<file path="src/rtl/burst_mem_pkg.sv">
// Shared types, widths and the read-only data pattern for the burst memory.
package burst_mem_pkg;

    localparam int unsigned ADDR_W      = 10;
    localparam int unsigned DATA_W      = 8;
    localparam int unsigned LEN_W       = 2;
    localparam int unsigned LAT_W       = 4;
    localparam int unsigned LATENCY_DEF = 3;

    typedef enum logic [1:0] {
        IDLE  = 2'd0,
        WAIT  = 2'd1,
        BURST = 2'd2,
        DONE  = 2'd3
    } state_t;

    // Contents of the fixed memory: low address byte folded with the top two address bits.
    function automatic logic [DATA_W-1:0] pattern(input logic [ADDR_W-1:0] a);
        return a[7:0] ^ {6'b0, a[9:8]};
    endfunction

endpackage

</file>
<file path="src/rtl/burst_mem.sv">
// Read-only burst memory: accepts one burst request, waits LATENCY cycles,
// then streams burst_len+1 contiguous pattern beats with rlast on the final one.
module burst_mem
    import burst_mem_pkg::*;
#(
    parameter int unsigned LATENCY = LATENCY_DEF
)
(
    input  logic              clk,
    input  logic              reset,
    input  logic              rreq,
    input  logic [ADDR_W-1:0] raddr,
    input  logic [LEN_W-1:0]  burst_len,
    output logic [DATA_W-1:0] rdata,
    output logic              rvalid,
    output logic              rlast
);

    // Counter is loaded with LATENCY-1 so the first beat lands LATENCY edges after accept.
    localparam logic [LAT_W-1:0] LAT_LOAD = LAT_W'(LATENCY - 1);

    state_t             state;
    logic [LAT_W-1:0]   lat_cnt;
    logic [LEN_W-1:0]   beat_cnt;
    logic [LEN_W-1:0]   len;
    logic [ADDR_W-1:0]  addr;

    always_ff @(posedge clk or posedge reset) begin
        if (reset) begin
            state    <= IDLE;
            lat_cnt  <= '0;
            beat_cnt <= '0;
            len      <= '0;
            addr     <= '0;
            rdata    <= '0;
            rvalid   <= 1'b0;
            rlast    <= 1'b0;
        end else begin
            rdata  <= '0;
            rvalid <= 1'b0;
            rlast  <= 1'b0;
            case (state)
                IDLE: begin
                    if (rreq) begin
                        addr     <= raddr;
                        len      <= burst_len;
                        lat_cnt  <= LAT_LOAD;
                        beat_cnt <= '0;
                        state    <= WAIT;
                    end
                end
                // lat_cnt is already zero in BURST, so both states share the beat path.
                WAIT, BURST: begin
                    if (lat_cnt == '0) begin
                        rvalid <= 1'b1;
                        rdata  <= pattern(addr);
                        addr   <= addr + 1'b1;
                        if (beat_cnt == len) begin
                            rlast <= 1'b1;
                            state <= DONE;
                        end else begin
                            beat_cnt <= beat_cnt + 1'b1;
                            state    <= BURST;
                        end
                    end else begin
                        lat_cnt <= lat_cnt - 1'b1;
                    end
                end
                DONE: begin
                    if (!rreq) begin
                        state <= IDLE;
                    end
                end
                default: state <= IDLE;
            endcase
        end
    end

endmodule

</file>
<file path="config.mk">
export PLATFORM = sky130hd
export DESIGN_NAME = burst_mem
export DESIGN_NICKNAME = d
export VERILOG_FILES = /design/src/rtl/burst_mem_pkg.sv /design/src/rtl/burst_mem.sv
export SDC_FILE = /design/constraint.sdc
export NUM_CORES = 1
export LEC_CHECK = 0
export CORE_MARGIN = 4
export CORE_UTILIZATION = 53
export CTS_CLUSTER_SIZE = 28
export DETAILED_ROUTE_END_ITERATION = 6
export GPL_ROUTABILITY_DRIVEN = 0
export PLACE_DENSITY_LB_ADDON = 0.1
export SYNTH_ARGS = -nofsm -noshare
export SYNTH_HDL_FRONTEND = slang
export SYNTH_SLANG_ARGS = --single-unit
</file>
<file path="constraint.sdc">
create_clock -name clk -period 2.45 [get_ports clk]
set_clock_uncertainty 0.2 [all_clocks]
set_input_delay 0.735 -clock clk [delete_from_list [all_inputs] [get_ports clk]]
set_output_delay 0.735 -clock clk [all_outputs]
set_load 0.1 [all_outputs]
</file>
==> flow_summary_export.csv <==
group,metric,value,unit
run_status,outcome,"finished clean",
cells_and_area,final_nets,224,
clock_tree,cts_resized,0,
worst_setup_path,end_kind,"flop",
sta,holdWs,0.333,ns
logic_synthesis,synth_area_leader_cell,"dfrtp_1",
grt,grt.total_usage,0.212,
clock_tree,path_clk_slew,0.09,ns
worst_setup_path,path_max_fanout,10,
logic_synthesis,avgSynthCellArea,9.64,µm²
drt,drt-initial-drc-count,80,
logic_synthesis,ys.flop_type,"dfrtp_1",
die,core,3030,µm²
hold_path,hp-class,"reg -> reg",
sta,hold_viol,0,
power_and_ir_drop,p_total,3.11,mW
logic_synthesis,synthTopCellsByArea,"dfrtp_1 (45%), nand3_1 (3.6%), nand2_1 (3.1%)",
power_and_ir_drop,p_leak,0.962,nW
worst_setup_path,reg2regPathDepth,6,
logic_synthesis,synth_top_family_by_area,"simple AND/OR/NAND/NOR gates",
job,cap_viol_max_count,0,
sta,fmax,446,MHz
logic_synthesis,async_reset_ff_frac,1.00,
worst_setup_path,reg2reg_from,"lat_cnt[0]",
clock_tree,post-cts-setup-buffers,0,
drt,drc_errors,0,
die,die_w,64.2,µm
grt,grt_max_degree,40,
grt,grt_antenna_before_repair,0,
clock_tree,cts_tree,"done",
logic_synthesis,netlist_instances,174,
drt,dr.pass1.iters,4,
drt,ant_nets,0,
clock_tree,cts_sinks,30,
worst_setup_path,rrSetupSlack,0.21,ns
grt,grt_overflow,0,
logic_synthesis,synth_top_area_share,0.448,
worst_setup_path,crit_arrival,2.24,ns
hold_path,worstHoldStart,"state[1]",
power_and_ir_drop,p_per_area,1510,nW/µm²
logic_synthesis,ys_warn_count,0,
sta,tightest_slew,0.424,ns
hold_path,whs_endpoint,"state[1]",
logic_synthesis,syn-cell-area,1680,µm²
logic_synthesis,synth.yosys.seq_area_share,0.448,
sta,finalWorstSetupSlack,0.209,ns
cells_and_area,final_util,0.679,
sta,slew_headroom,0.717,
logic_synthesis,synth_fa_ha_area_frac,0.0299,
hold_path,hold_path_depth,1,
logic_synthesis,ys_seq_elements,30,
clock_tree,root_buffer,"clkbuf_4",
clock_tree,clockBufferDepth,2,
cells_and_area,drive_gt1_frac,0.175,
die,ios,25,
drt,vias_per_cell,5.68,
cells_and_area,antenna_cells,0,
clock_tree,holdBufCountCts,0,
worst_setup_path,r2r_end,"state[0]",
worst_setup_path,crit_start,"lat_cnt[0]",
drt,wl_per_cell,15.1,µm
logic_synthesis,synth-edff-count,0,
logic_synthesis,syn-num-nets,193,
logic_synthesis,ys_top_cells_by_count,"dfrtp_1 (30), nand2_1 (14), nand3_1 (12), inv_1 (11), nor2_1 (11)",
logic_synthesis,synth_xor_area_frac,0.0209,
grt,grt_pass1_wl,6.80,mm
clock_tree,cts_buffers,5,
logic_synthesis,synth-simple-area-share,0.213,
die,die_h,64.2,µm
drt,wl,3.77,mm
logic_synthesis,synth_mux_area_frac,0.0522,
cells_and_area,area_growth_syn_to_layout,22.7,%
worst_setup_path,path_class,"reg -> reg",
sta,slew_viol_final,0,
die,design.die.area,4130,µm²
grt,grt_pass1_vias,1453,
sta,period_share,0.915,
power_and_ir_drop,worst_ir_drop_vdd,0.000957,V
drt,dr_total_vias,1420,
placed_design,dpl.hpwl,2.68,mm
sta,final-setup-viol-count,0,
placed_design,place_ws,-0.102,ns
sta,fin_crit,2.24,ns
sta,rsz0062_at_grt,"no",
worst_setup_path,crit_required,2.45,ns
logic_synthesis,synth-compound-area-share,0.173,
die,start_util,0.554,
clock_tree,clk_latency,0.33,ns
logic_synthesis,synth_most_common_cell,"dfrtp_1",
placed_design,port_buffers,24,
clock_tree,cts.htree.levels,2,
die,rows,20,
logic_synthesis,yosys.cell_types.count,46,
worst_setup_path,worstSetupStartpointType,"flop",
-- how the worst max path moves through the flow --
stage / end
detailed placement: state[0]
CTS: state[0]
global route: state[0]
global placement: lat_cnt[3]
floorplan: beat_cnt[0]
finish: state[0]
-- layout make-up --
class / instances / area (µm²)
Clock buffer: 8 / 78.8
Fill cell: 254 / 971
Inverter: 11 / 41.3
Multi-Input combinational cell: 122 / 821
Sequential cell: 30 / 751
Tap cell: 44 / 55.1
Timing Repair Buffer: 35 / 310
-- routing by layer --
layer	global-route usage	vias up	wire (µm)
met5	0	-	0
met4	0.0871	0	87
met3	0.0668	10	201
met2	0.338	41	1820
met1	0.266	673	1660
li1	-	696	-
-- through the flow --
| stage | cells | cell area, µm² | setup TNS (ns) |
|---|---|---|---|
| global route | 250 | 2060 | 0 |
| detailed placement | 242 | 1980 | -0.102 |
| CTS | 250 | 2060 | 0 |
| finish | 250 | 2060 | 0 |
| global placement | 242 | 1980 | 0 |
| floorplan | 174 | 1680 | 0 |
-- cell families after synthesis --
logic type / count (synthesis)
buffers and inverters: 22
multiplexers: 8
AND/OR/NAND/NOR: 67
AO/OA/AOI/OAI: 39
adder cells (fa/ha/maj): 4
flip-flops: 30
XOR/XNOR: 4
-- where the power goes --
group	leakage (nW)	total, mW	internal (mW)	switching [mW]
logic	0.540	1.84	0.776	1.07
registers	0.378	0.896	0.691	0.205
clock network	0.0446	0.369	0.196	0.173
total	0.962	3.11	1.66	1.45
-- state kept, by name (all words and copies together) (netlist names) --
signal and cells:
rlast 1, state 2, len 2, addr 10
rdata 8, rvalid 1, lat_cnt 4, beat_cnt 2
-- worst max-delay path: stages (launching register included) --
cell	delay (ns)
dfrtp_1	0.41
inv_1	0.09
ha_1	0.21
or3b_1	0.55
and3_2	0.29
a211oi_1	0.23
o21ai_0	0.13
-- cells in the final DEF, fill, tap and decap left out, types with 5 or more instances in the layout --
| master | n |
|---|---|
| o22ai_1 | 5 |
| clkdlybuf4s50_1 | 14 |
| and3_1 | 5 |
| dfrtp_1 | 30 |
| nand4_1 | 5 |
| nor2_1 | 11 |
| nand3_1 | 12 |
| inv_1 | 11 |
| nand2_1 | 14 |
| buf_4 | 20 |
| clkbuf_4 | 5 |
| a21oi_1 | 7 |
| mux2i_1 | 5 |
| o22a_1 | 5 |
(Power assumes the default switching activity.)
